--- config.mk ---
export PLATFORM = sky130hd
export DESIGN_NAME = neureka_tcdm_serializer
export DESIGN_NICKNAME = d
export VERILOG_FILES = /design/src/rtl/neureka_tcdm_serializer.sv
export SDC_FILE = /design/constraint.sdc
export NUM_CORES = 1
export LEC_CHECK = 0
export ABC_AREA = 1
export BUFFER_PORTS_ARGS = -buffer_cell sky130_fd_sc_hd__clkbuf_2
export CELL_PAD_IN_SITES_DETAIL_PLACEMENT = 1
export CELL_PAD_IN_SITES_GLOBAL_PLACEMENT = 1
export CORE_MARGIN = 2
export CORE_UTILIZATION = 33
export DETAILED_ROUTE_END_ITERATION = 10
export PLACE_DENSITY = 0.69
export SLEW_MARGIN = 30
export SYNTH_ARGS = -nofsm -noshare
export SYNTH_HDL_FRONTEND = slang
export SYNTH_SLANG_ARGS = --single-unit
--- constraint.sdc ---
create_clock -name clk_i -period 3.2 [get_ports clk_i]
set_input_delay 0.32 -clock clk_i [delete_from_list [all_inputs] [get_ports clk_i]]
set_output_delay 0.32 -clock clk_i [all_outputs]
set_load 0.005 [all_outputs]
--- src/rtl/neureka_tcdm_serializer.sv ---
// ============================================================================
// neureka_tcdm_serializer
//   Splits one wide TCDM request into narrow-word beats on a single memory
//   port and reassembles read responses into one wide response.
//   Revision: 1.0
// ============================================================================
`default_nettype none

module neureka_tcdm_serializer #(
  parameter int DW = 256,
  parameter int NW = 32,
  parameter int AW = 32
) (
  input  logic              clk_i,
  input  logic              rst_ni,
  input  logic              clear_i,
  input  logic              req_i,
  output logic              gnt_o,
  input  logic              wen_i,
  input  logic [AW-1:0]     add_i,
  input  logic [DW-1:0]     data_i,
  input  logic [DW/8-1:0]   be_i,
  output logic              r_valid_o,
  output logic [DW-1:0]     r_data_o,
  output logic              mem_req_o,
  input  logic              mem_gnt_i,
  output logic              mem_wen_o,
  output logic [AW-1:0]     mem_add_o,
  output logic [NW-1:0]     mem_data_o,
  output logic [NW/8-1:0]   mem_be_o,
  input  logic              mem_r_valid_i,
  input  logic [NW-1:0]     mem_r_data_i
);

  localparam int N  = DW / NW;
  localparam int NB = NW / 8;
  localparam int CW = $clog2(N + 1);
  localparam int IW = (N > 1) ? $clog2(N) : 1;

  localparam logic [1:0] IDLE  = 2'd0;
  localparam logic [1:0] ISSUE = 2'd1;
  localparam logic [1:0] DRAIN = 2'd2;
  localparam logic [1:0] RESP  = 2'd3;

  logic [1:0]          state_q, state_d;
  logic                wen_q, wen_d;
  logic [AW-1:0]       add_q, add_d;
  logic [DW-1:0]       wdata_q, wdata_d;
  logic [DW/8-1:0]     be_q, be_d;
  logic [N-1:0]        mask_q, mask_d;
  logic [CW-1:0]       cnt_q, cnt_d;
  logic [DW-1:0]       buf_q, buf_d;
  logic [1:0][IW-1:0]  fifo_q, fifo_d;
  logic                wptr_q, wptr_d;
  logic                rptr_q, rptr_d;

  logic [N-1:0]        act_mask;
  logic [N-1:0]        mask_clr;
  logic [IW-1:0]       beat;
  logic                push;
  logic                pop;

  always_comb begin
    act_mask = '0;
    for (int k = 0; k < N; k++) begin
      act_mask[k] = |be_i[k*NB +: NB];
    end
  end

  // Descending scan so the lowest pending beat wins.
  always_comb begin
    beat = '0;
    for (int k = N - 1; k >= 0; k--) begin
      if (mask_q[k]) beat = IW'(k);
    end
  end

  assign mask_clr = mask_q & ~(N'(1) << beat);

  assign gnt_o      = (state_q == IDLE) & req_i & ~clear_i;
  assign mem_req_o  = (state_q == ISSUE);
  assign mem_wen_o  = mem_req_o & wen_q;
  assign mem_add_o  = mem_req_o ? add_q + (AW'(beat) << 2) : '0;
  assign mem_data_o = mem_req_o ? wdata_q[beat*NW +: NW] : '0;
  assign mem_be_o   = mem_req_o ? be_q[beat*NB +: NB] : '0;
  assign r_valid_o  = (state_q == RESP);
  assign r_data_o   = buf_q;

  // A response with no outstanding read belongs to an aborted transaction.
  assign push = (state_q == ISSUE) & mem_gnt_i & wen_q;
  assign pop  = mem_r_valid_i & (cnt_q != '0);

  always_comb begin
    state_d = state_q;
    wen_d   = wen_q;
    add_d   = add_q;
    wdata_d = wdata_q;
    be_d    = be_q;
    mask_d  = mask_q;
    cnt_d   = cnt_q;
    buf_d   = buf_q;
    fifo_d  = fifo_q;
    wptr_d  = wptr_q;
    rptr_d  = rptr_q;

    if (pop) begin
      buf_d[fifo_q[rptr_q]*NW +: NW] = mem_r_data_i;
      rptr_d = ~rptr_q;
    end
    if (push) begin
      fifo_d[wptr_q] = beat;
      wptr_d = ~wptr_q;
    end
    case ({push, pop})
      2'b10:   cnt_d = cnt_q + CW'(1);
      2'b01:   cnt_d = cnt_q - CW'(1);
      default: cnt_d = cnt_q;
    endcase

    case (state_q)
      IDLE: begin
        if (req_i) begin
          wen_d   = wen_i;
          add_d   = add_i & ~AW'(3);
          wdata_d = data_i;
          be_d    = be_i;
          mask_d  = act_mask;
          buf_d   = '0;
          state_d = (act_mask == '0) ? RESP : ISSUE;
        end
      end
      ISSUE: begin
        if (mem_gnt_i) begin
          mask_d = mask_clr;
          if (mask_clr == '0) state_d = DRAIN;
        end
      end
      DRAIN: begin
        if (cnt_d == '0) state_d = RESP;
      end
      RESP:    state_d = IDLE;
      default: state_d = IDLE;
    endcase

    if (clear_i) begin
      state_d = IDLE;
      mask_d  = '0;
      cnt_d   = '0;
      buf_d   = '0;
      fifo_d  = '0;
      wptr_d  = 1'b0;
      rptr_d  = 1'b0;
    end
  end

  always_ff @(posedge clk_i or negedge rst_ni) begin
    if (!rst_ni) begin
      state_q <= IDLE;
      wen_q   <= 1'b0;
      add_q   <= '0;
      wdata_q <= '0;
      be_q    <= '0;
      mask_q  <= '0;
      cnt_q   <= '0;
      buf_q   <= '0;
      fifo_q  <= '0;
      wptr_q  <= 1'b0;
      rptr_q  <= 1'b0;
    end else begin
      state_q <= state_d;
      wen_q   <= wen_d;
      add_q   <= add_d;
      wdata_q <= wdata_d;
      be_q    <= be_d;
      mask_q  <= mask_d;
      cnt_q   <= cnt_d;
      buf_q   <= buf_d;
      fifo_q  <= fifo_d;
      wptr_q  <= wptr_d;
      rptr_q  <= rptr_d;
    end
  end

endmodule

`default_nettype wire

==> flow_results.org, run 1 <==
** Floorplan
- The floorplan has approximately 110 rows.
- The initial utilization of the core area, before any placement, comes to 0.332.
- 687 I/O pins were placed.
- In this run the horizontal extent of the chip is just under 300 um.
- Die Footprint :: 86100 um^2
- The core region is about 83000 um^2.
- The die is 293 um tall.

** Clock network
- The H-tree was split into 3 levels.
- TritonCTS built the clock tree.
- Skew-Pair Late Insertion Delay :: roughly 0.63 ns
- Clock-pin slew was measured on the worst setup and hold paths at 0.06 ns.
- Cell chosen for the clock root :: clkbuf_16
- CTS saw 597 sinks.
- Number of buffers between clock root and the deepest sink :: 3
- Counting the buffers created by CTS gives 70.

** Place
- Routability-driven placement finished with a final weighted congestion of 0.868.
- Port buffering added ~700 buffers.
- At the placement stage, the worst setup path has a slack of 0.0273 ns.
- The HPWL after detailed placement is 82300 um.

** Yosys
- In the synthesized netlist, the number of instances is 3091.
- Area share of the largest cell type after synthesis :: 0.540
- By count the netlist is led by nor2_1 (628), dfrtp_1 (597), o21ai_0 (287).
- Yosys printed 0 warnings.
- Number of synthesized flops with an enable pin :: 0
- Number of distinct standard cells referenced by the synthesized netlist :: 51
- Fraction of the yosys area taken by sequential cells :: 0.540
- Most common flop cell mapped by yosys :: dfrtp_1
- Cell Area, Synth :: 27700 um^2
- Dominant cell by count in the synthesized netlist :: nor2_1
- Synthesized area per cell :: 8.95 um^2
- Seq cells post-synth :: 597
- By area the synthesized netlist is led by dfrtp_1 (54%), nor2_1 (8.5%), mux2_2 (6.1%).
- Cell taking the most area after synthesis :: dfrtp_1
- Share of flip-flops with an asynchronous set or reset :: 1.00

** Power and ir drop
- Worst voltage drop across the vdd grid :: 0.000498 V
- Leakage :: about 0.019 uW
- Dividing total power by cell area gives a power density of around 930 nW/um^2.

** Global routing
- Wire length of the first global-routing pass :: 183000 um
- Antenna violations before repair :: 22
- Pin count of the biggest net entering global routing :: 114
- Vias in the first global route :: about 29k
- For this run, the total global-route usage over all layers was measured as 0.280.
- Summed over all layers, the global routing overflow is 0.

** Status
- The final reports fail on setup timing.
- The flow ran to the end, but the final reports show violations.

** Timing
- Clock skew :: 0.0362 ns
- Worst slew margin relative to its limit :: 0.342
- Total count of hold-check failures in the final report :: 0
- The smallest clock period supported by the final layout is computed as about 3.5 ns.
- Slack of the critical path :: -0.323 ns
- Final count of pins violating max slew :: 0
- At the pin with the least slew margin, the transition time is 0.987 ns.
- Final setup vio count :: 55
- Highest achievable clock rate :: 284 MHz
- Setup repair after global routing could not meet its margin everywhere.
- Summed over all failing endpoints, the final setup total negative slack is -6.30 ns.
- In the finished design, the share of the clock period the worst path needs comes to 1.10.

** Job
- Maximum capacitance violations :: 0

** Worst setup path
- The critical path goes through inv_2 -> nand2_1 -> nand2_1 -> nand2_1 -> nand2_2 -> nand2_2 -> nand2_2 -> nand2_2 -> inv_2 -> ha_4 -> fa_2 -> nand2_2 -> a21oi_4 -> nand2_2 -> nor3_4 -> nand3_2 -> inv_2 -> buf_4 -> o21ai_2 -> a21oi_2 -> buf_2.
- Setup crit start kind :: flip-flop
- Peak per-stage delay on the critical path :: ~0.39 ns
- Slowest cell on the critical path :: dfrtp_1
- Endpoint arrival time on the critical path :: 3.20 ns
- Counting stages on the worst path, the most repeated cell is nand2_2.
- Worst setup path category :: reg2out
- Type of element capturing the critical path :: output pin
- Crit path max-delay family :: simple AND/OR/NAND/NOR gates
- For the worst setup path, the data required time is 2.88 ns.
- Crit Path Max Fanout :: 5
- Number of buffers and inverters on the critical path :: 5

** Route
- Final routed wire length divided by cell count :: 25.3 um
- Antenna viol nets, final :: 0
- Iteration count of the initial detailed-routing pass :: 5
- Remaining design rule violation count :: 0
- The detailed router placed 28.5k vias in this run.
- Detailed-route wire length :: 133000 um
- Number of DRC markers in iteration 0 :: 1955
- Via count normalized by instance count :: 5.42

** Finish
- In the final layout, the share of cells above drive strength 1 is 0.312.
- In the final design database the tool counted 4474 nets.
- Area Overhead vs Synth :: 43.1%

** Min path
- The path class of the tightest hold or removal check is in2reg.
worst paths after layout:
path | slack [ns] | endpoint | startpoint | cells after the start
worst max-delay path | -0.32 | mem_add_o[12] | mask_q[6] | 21
worst min register to register | 0.48 | be_q[12] | be_q[12] | 2
worst min-delay path | 0.03 | wdata_q[181] | data_i[181] | 2
max in group asynchronous | 1.85 | wdata_q[210] | rst_ni | 4
worst max register to register | 0.22 | r_data_o[50] | rptr_q | 9
min in group asynchronous | 0.31 | r_data_o[125] | rst_ni | 2
worst reg2reg max path: cells and delay by family (launching register included):
| family | cells | cell delay, ns |
|---|---|---|
| AO/OA/AOI/OAI | 1 | 0.38 |
| adder cells (fa/ha/maj) | 2 | 0.51 |
| buffers and inverters | 2 | 0.53 |
| flip-flops | 1 | 0.49 |
| AND/OR/NAND/NOR | 4 | 1.00 |
kinds of logic (layout without fill, tap and decap cells):
family,Yosys count,in the layout,share of synthesized area
AO/OA/AOI/OAI,707,707,0.143
XOR/XNOR,12,12,0.00380
adder cells (fa/ha/maj),14,14,0.00661
buffers and inverters,482,1546,0.0721
flip-flops,597,597,0.540
multiplexers,152,152,0.0618
other,1,19,0.000136
AND/OR/NAND/NOR,1126,1126,0.173
state kept, by name (all words and copies together), names as in the netlist, 2 cells and up:
register	cells
r_data_o	256
add_q	30
state_q	2
wdata_q	256
fifo_q	6
mask_q	8
be_q	32
cnt_q	4
final cells by class:
type	instances	area (um^2)
multi-input cells	2013	11500
inverters	275	1060
flip-flops and latches	597	14900
well taps	1080	1350
clock inverters	19	210
fillers	9626	43700
repair buffers	1144	8340
diodes	17	42.5
clock buffers	108	2120
metrics by stage:
stage / utilization / total power (uW) / hold WS [ns] / instance area (um^2) / std cells
after floorplan: - / 18800 / 0.0244 / 27700 / 3092
after global placement: 0.389 / 23500 / 0.392 / 32400 / 4736
after detailed placement: 0.390 / 24000 / 0.390 / 32500 / 4738
after CTS: 0.461 / 33400 / 0.00154 / 38400 / 5185
after global routing: 0.475 / 38400 / 0.00684 / 39600 / 5251
final: 0.475 / 36900 / 0.0296 / 39600 / 5253
per-layer routing:
layer  global-route usage  vias to the layer above  wire length (um)
li1                     -                    12300                 -
met1                0.341                    14200             50500
met2                0.478                     1450             64800
met3               0.0495                      459              9350
met4                0.135                       14              8060
met5                    0                        -                84
layout by cell type, fill, tap and decap left out, types with 13 or more instances in the layout:
cell	count
clkbuf_8	18
nand2_1	209
diode_2	17
o21ai_0	260
a21oi_1	230
nor2_4	19
a21oi_2	36
nor4_1	28
buf_4	92
nand2_2	18
a22oi_1	63
buf_6	24
dfrtp_1	596
nor3_1	104
nand3_1	50
o41ai_1	22
inv_1	251
clkbuf_16	80
dlygate4sd3_1	303
buf_2	25
nor3_2	15
nand4_1	20
o21ai_2	13
nand3_2	16
inv_2	18
nor2_2	13
o21ai_1	22
o211ai_1	42
nor2_1	604
clkbuf_2	654
buf_12	30
mux2_2	151
clkbuf_1	18
what timing repair did:
| action | in CTS | in global routing |
|---|---|---|
| hold endpoints to repair | 361 | 0 |
| hold buffers | 303 | 0 |
| gates cloned | 2 | 12 |
| setup buffers | 15 | 44 |
| endpoints found under the setup margin | 53 | 67 |
| resized for setup | 84 | 212 |
| pin swaps | 34 | 79 |
power by group:
part           leakage, uW  internal (uW)  switching [uW]
logic               0.0103           6480           10900
registers          0.00750           9770            1480
clock network      0.00115           4760            3530
(Power assumes the default switching activity.)
==> run 2, diff against run 1 <==
- ABC_AREA: 1 -> unset
- PLACE_DENSITY: 0.69 -> 0.67
==> flow_results.org, run 2 <==
** Yosys
- Most common flop cell mapped by yosys :: dfrtp_1
- The synthesized netlist occupies a cell area of 27300 um^2.
- Dominant cell by count in the synthesized netlist :: dfrtp_1
- Number of distinct standard cells referenced by the synthesized netlist :: 58
- Seq cells post-synth :: 597
- Fraction of the yosys area taken by sequential cells :: 0.546
- Leading post-synthesis cells by instance count :: dfrtp_1 (597), nand2_1 (421), mux2_2 (322)
- The average instance in the mapped netlist occupies 10.9 um^2.
- Total of warnings raised by yosys :: 0
- Synthesis produced 2498 cells.
- By area the synthesized netlist is led by dfrtp_1 (55%), mux2_2 (13%), mux2i_1 (6.8%).
- Cell taking the most area after synthesis :: dfrtp_1
- Of the post-synthesis cell area, the dominant cell type holds 0.546.
- Share of flip-flops with an asynchronous set or reset :: 1.00
- Number of synthesized flops with an enable pin :: 0

** Finish
- Fin nets :: between 3k and 4k
- Leaving out fill and tap cells, the most frequent cell in the layout is clkbuf_2.
- In the final layout, the share of cells above drive strength 1 is 0.374.
- Highest-count cells in the layout ignoring fill and taps :: clkbuf_2 (676), dfrtp_1 (593), nand2_1 (415)
- Final standard cell area without fillers :: about 39000 um^2
- Relative to the synthesized area, the layout overhead comes to 41.7%.

** Timing
- Highest achievable clock rate :: 297 MHz
- Final Critical Period :: 3.37 ns
- Setup violations remaining at the end of the flow were counted as 35.
- Final count of pins violating max slew :: 0
- Total count of hold-check failures in the final report :: 0
- On the final layout, the worst clock skew is 0.0653 ns.
- Measured against its own limit, the worst slew margin works out to 0.507.
- Post-route fraction of the period consumed by the critical path :: 1.05
- Slack of the critical path :: -0.170 ns
- At the pin with the least slew margin, the transition time is ~0.74 ns.
- Unrepaired setup endpoints after global routing :: true

** Clock network
- Number of buffers between clock root and the deepest sink :: 3
- Skew-Pair Late Insertion Delay :: 0.64 ns
- The H-tree was split into 3 levels.
- The clock net in this run drives a total of just under 600 sinks.
- TritonCTS created 72 clock buffers.
- Clock input transition at the sequential cells of the worst setup and hold paths :: 0.06 ns
- TritonCTS built the clock tree.
- The cell sitting at the root of the clock tree is a clkbuf_16.

** Place
- Weighted congestion reported at the end of routability-driven placement :: 0.885
- Port Buffers :: approximately 680
- Once placement finished, the instance area stood at 32200 um^2.
- Worst slack, placed :: -0.0673 ns
- Detailed placement finished with a half-perimeter wire length of between 70000 and 80000 um.

** Global routing
- Antenna violations before repair :: 33
- For this run, the total global-route usage over all layers was measured as 0.269.
- Pin count of the biggest net entering global routing :: 105
- The first global-routing pass estimated 176000 um of wire.
- The via count of the first global-routing pass came to 27.7k.
- Overflow after GRT :: 0

** Worst setup path
- Type of element capturing the critical path :: output pin
- The setup check on the worst reg-to-reg path leaves a slack of 0.17 ns.
- Data required time of the critical path :: 2.88 ns
- Endpoint arrival time on the critical path :: between 3 and 4 ns
- Worst setup path category :: reg2out
- Measured in cells, the most critical reg-to-reg path has a length of 13.
- Worst reg2reg path endpoint :: state_q[0]
- Along the worst path, the maximum fanout reaches 9.
- The worst setup path is launched from a flip-flop.
- In this run the critical register-to-register path is launched from state_q[1].

** Power and ir drop
- P per Cell Area :: roughly 920 nW/um^2
- The internal portion of the total power is 21900 uW.
- The worst-case IR drop observed on VDD is 0.000548 V.
- Of the total power, combinational logic draws 0.437.
- Summed over all cells, the static leakage comes to 0.0176 uW.
- Switching component of the power :: 13700 uW
- The share of total power dissipated in sequential elements is 0.326.
- The share of total power dissipated in the clock network is 0.237.
- Of the total power, the share spent switching nets is 0.384.

** Route
- Dividing the detail-routed wire length by the instance count gives 25.7 um.
- Count of vias placed by the detailed router :: 24.7k
- For this run, the detailed router's first-pass iteration total came to 5.
- Detailed-route wire length :: 119000 um
- Number of DRC markers in iteration 0 :: 1436
- Dividing the detail-routed via count by the number of cells gives around 5.3.
- Remaining design rule violation count :: 0
- The detail route stage leaves a number of antenna-violating nets equal to 0.

** Min path
- Hold Crit Start :: data_i[17]
- Hold-critical path depth :: 2
- Hold Path Sink :: wdata_q[17]
- The path class of the tightest hold or removal check is in2reg.

** Floorplan
- The initial utilization of the core area, before any placement, comes to 0.333.
- Number of top-level pins :: 687
- The initialized floorplan defines 105 standard-cell rows.
- Die Footprint :: 85200 um^2
- In this run the standard cell core region covers around 80000 um^2.
- In this run the horizontal extent of the chip is 292 um.
- The die is 292 um tall.

** Status
- The checks that failed: setup timing.
- Outcome :: complete, but fails checks

** Job
- Maximum capacitance violations :: 0
-- run 2: area by class of cell --
type / count / area (um^2)
inverters: 8 / 35.0
clock buffers: 101 / 2060
multi-input cells: 1667 / 11800
flip-flops and latches: 597 / 14900
fillers: 8964 / 43400
diodes: 32 / 80.1
well taps: 1070 / 1340
repair buffers: 1134 / 8150
clock inverters: 22 / 339
-- run 2: stage by stage --
stage          setup TNS (ns)  hold WS [ns]  utilization  power [uW]  cells
2_1_floorplan               0        0.0244            -       19200   2499
3_3_place_gp                0         0.372        0.392       23300   4111
3_5_place_dp           -0.122         0.383        0.392       23900   4111
4_1_cts                 -1.30        0.0153        0.466       33600   4575
5_1_grt                 -7.00        0.0156        0.472       37000   4629
6_report                -2.27        0.0495        0.472       35600   4631
-- run 2: cells by family (layout without fill, tap and decap cells) --
kind of cell	count (synthesis)	count (layout)	share of synthesized area
compound gates	348	348	0.0737
fa+ha+maj	15	15	0.00705
xor+xnor	29	29	0.00929
flops	597	597	0.546
buf+inv	236	1265	0.0367
other cells	1	34	0.000137
simple gates	763	764	0.126
mux	509	509	0.201
-- run 2: critical path, stage by stage, from the launching register on --
cell and delay, ns:
dfrtp_1 0.41, buf_6 0.16, nor3_4 0.24, o21ai_4 0.10
nand2_4 0.10, buf_4 0.24, buf_16 0.20, buf_4 0.14
mux2i_2 0.35, mux2i_1 0.13, a32o_1 0.24, clkbuf_2 0.12
-- run 2: power groups by stage --
stage	Clock, uW	Combinational [uW]	Sequential (uW)
6_report	8430	15600	11600
2_1_floorplan	0	8520	10700
5_1_grt	8890	16400	11800
3_5_place_dp	0	12600	11300
4_1_cts	8480	13900	11200
3_3_place_gp	0	12200	11100
-- run 2: worst max path at each step --
stage / start / end / slack [ns]
6_report: mask_q[2] / mem_data_o[28] / -0.17
5_1_grt: mask_q[2] / mem_data_o[25] / -0.23
4_1_cts: mask_q[7] / mem_add_o[20] / -0.14
3_5_place_dp: state_q[1] / state_q[0] / -0.07
3_3_place_gp: state_q[1] / state_q[0] / 0.11
2_1_floorplan: mask_q[3] / mem_add_o[14] / 0.01
-- run 2: per-layer routing --
| layer | share of wire | vias to the layer above | GRT usage |
|---|---|---|---|
| met3 | 0.058 | 371 | 0.0594 |
| met1 | 0.38 | 12700 | 0.304 |
| li1 | - | 10700 | - |
| met4 | 0.062 | 8 | 0.150 |
| met5 | 0.00047 | - | 0 |
| met2 | 0.50 | 1014 | 0.470 |
-- run 2: repair_timing --
action / CTS / global route
endpoints found under the hold margin: 370 / 0
pin swaps: 12 / 16
endpoints found under the setup margin: 64 / 65
hold buffers: 319 / 0
gates resized for setup: 53 / 45
gates cloned: 4 / 5
setup buffers: 18 / 21
==> run 3, diff against run 2 <==
- clock period: 3.2 -> 3.15 ns (I/O delays scaled with it)
==> flow_results.org, run 3 (synthesis gave the netlist of run 2 again) <==
** Status
- The run finished, with violations left.
- Violated checks :: setup timing

** Clock network
- H-tree levels :: 3
- Number of buffers between clock root and the deepest sink :: 3
- TritonCTS created 74 clock buffers.
- Clock input transition at the sequential cells of the worst setup and hold paths :: 0.06 ns
- The clock net in this run drives a total of just under 600 sinks.
- For the worst-skew pair, the clock arrives at the later sink with an insertion delay of 0.64 ns.
- Cell chosen for the clock root :: clkbuf_16
- Clock tree from TritonCTS :: done

** Global routing
- Summed over all layers, the global routing overflow is 0.
- GR Util All Layers :: 0.285
- Antenna violations before repair :: 30
- Vias in the first global route :: 28.1k
- Pin count of the biggest net entering global routing :: 109
- The first global-routing pass estimated 184000 um of wire.

** Finish
- In the final layout, flip-flops and latches occupy 14900 um^2.
- Fin nets :: 3901
- The library cells used most frequently in the layout, excluding fill and tap cells, are clkbuf_2 (659), dfrtp_1 (591), nand2_1 (411).
- Layout cell share with drive strength beyond 1 :: 0.402
- Total of fill cells in the finished design :: 8859
- The area growth from synthesis to layout is 46.3%.
- Area of the multi-input gates :: 12200 um^2
- Leading cell type in the layout, fill and taps excluded :: clkbuf_2
- At the end of the flow the core is filled with cells to 0.487.
- Leaving out filler cells and counting taps, the final layout contains 4691.
- Final standard cell area without fillers :: 40000 um^2

** Place
- After detailed placement, the total cell area comes to 32100 um^2.
- Worst slack, placed :: 0.00541 ns
- Placed cell count :: 4109
- Port Buffers :: about 700
- Weighted congestion reported at the end of routability-driven placement :: 0.876
- HPWL after detailed placement :: 72600 um

** Worst setup path
- The worst setup path is captured at an output pin.
- Worst setup path category :: reg2out
- Peak per-stage delay on the critical path :: between 0.4 and 0.5 ns
- Among cell families on the critical path, the largest total delay comes from simple AND/OR/NAND/NOR gates.
- Data on the critical path arrives at its endpoint at roughly 3.2 ns.
- The largest individual stage delay along the critical path comes from the cell dfrtp_2.
- STA puts the critical path data required time at 2.83 ns.
- The worst setup path is launched from a flip-flop.
- The critical path contains buffers and inverters numbering 3 combined.
- Crit Path Max Fanout :: 6
- Traced cell by cell, the critical path runs through nor2_4 -> o31ai_4 -> nand2_2 -> clkinv_4 -> buf_12 -> fa_2 -> a21oi_4 -> nor2b_4 -> and3_4 -> nand4_1 -> xnor2_2 -> and2_1 -> buf_2.

** Timing
- Setup violations remaining at the end of the flow were counted as 63.
- For the pin with the worst max-slew slack, the measured transition is 0.762 ns.
- Headroom to the max-slew limit came out at 0.492.
- Slack of the critical path :: -0.371 ns
- Post-route fraction of the period consumed by the critical path :: 1.12
- Highest achievable clock rate :: 284 MHz
- Unrepaired setup endpoints after global routing :: true
- On the final layout, the worst clock skew is between 0.02 and 0.03 ns.
- The final number of max-transition violations is 0.
- For the finished layout, the period the worst path requires is 3.52 ns.
- The total count of hold-check failures in the final report came to 0.

** Route
- In this run the remaining antenna-violating nets after routing total 0.
- Final routed wire length divided by cell count :: 29.2 um
- Using the TritonRoute via totals, the vias-per-cell ratio works out to 5.55.
- Number of DRC markers in iteration 0 :: 1993
- Iteration count of the initial detailed-routing pass :: 5
- Remaining design rule violation count :: 0
- Summed over all layers, the routed wires come to 137000 um.
- The routed layout has 26.0k vias.

** Power and ir drop
- Switching power as a share of total power :: 0.399
- For this design the total switching power over the nets is roughly 16000 uW.
- Power after layout :: a little over 40000 uW
- Total internal power :: 24500 uW
- Logic gate share of total power :: 0.478
- The share of total power dissipated in sequential elements is 0.299.
- P per Cell Area :: approximately 1000 nW/um^2
- VDD sags by at most 0.000722 V.
- Of the total power, the clock network draws 0.223.
- Summed over all cells, the static leakage comes to around 0.018 uW.

** Floorplan
- Number of top-level pins :: 687
- From bottom edge to top edge, the die measures between 200 and 300 um.
- Die Footprint :: 85200 um^2
- Row Count :: approximately 110
- Starting density of the core :: 0.333
- From left edge to right edge, the die measures between 200 and 300 um.
- The core region is 82100 um^2.

** Job
- Maximum capacitance violations :: 0

** Min path
- Type of the tightest min-delay check :: in2reg
-- run 3: tightest hold or removal path, delay by kind of cell --
kind            cells  cell delay [ns]
simple gates        1             0.09
buf+inv             1             0.18
compound gates      1             0.05
-- run 3: routing by layer --
metal | vias up | wire length, um | global-route usage
met5 | - | 40 | 0
met4 | 6 | 12300 | 0.192
met3 | 633 | 9710 | 0.0575
met2 | 1483 | 66400 | 0.494
met1 | 13200 | 48400 | 0.317
li1 | 10800 | - | -
-- run 3: path summary, 6_finish.rpt --
path / start / depth (start not counted) / slack [ns] / to
max: mask_q[6] / 13 / -0.37 / mem_add_o[28]
max in group asynchronous: rst_ni / 4 / 1.81 / r_data_o[164]
min reg2reg: wdata_q[89] / 1 / 0.50 / wdata_q[89]
min: mem_r_data_i[14] / 3 / 0.05 / r_data_o[46]
max reg2reg: cnt_q[2] / 11 / 0.20 / state_q[1]
min in group asynchronous: rst_ni / 2 / 0.26 / add_q[22]
-- run 3: timing repair --
| item | 4_1_cts | 5_1_grt |
|---|---|---|
| setup endpoints to repair | 64 | 64 |
| pin swaps | 20 | 51 |
| buffers inserted | 41 | 34 |
| cloned | 13 | 7 |
| hold buffers | 320 | 0 |
| hold endpoints to repair | 359 | 0 |
| resized for setup | 98 | 148 |
-- run 3: per-stage QoR --
| step | TNS, ns | hold WS [ns] |
|---|---|---|
| finish | -13.07 | 0.0469 |
| CTS | -5.04 | 0.0141 |
| global placement | 0 | 0.301 |
| floorplan | 0 | 0.0194 |
| detailed placement | 0 | 0.304 |
| global route | -17.60 | 0.0428 |
-- run 3: area by class of cell --
type / count / share of cell area
clock inverter: 24 / 0.00885
clock buffer: 110 / 0.0547
inverter: 8 / 0.000876
sequential: 597 / 0.374
multi-input combinational: 1667 / 0.304
timing repair buffer: 1180 / 0.223
antenna: 35 / 0.00219
tap: 1070 / 0.0335
-- run 3: power by group through the flow --
stage,combinational [uW],sequential [uW],clock (uW)
final,19500,12200,9090
after detailed placement,12800,11500,0
after global routing,20000,12300,9480
after CTS,15900,11400,9020
after global placement,12400,11300,0
after floorplan,8660,10900,0
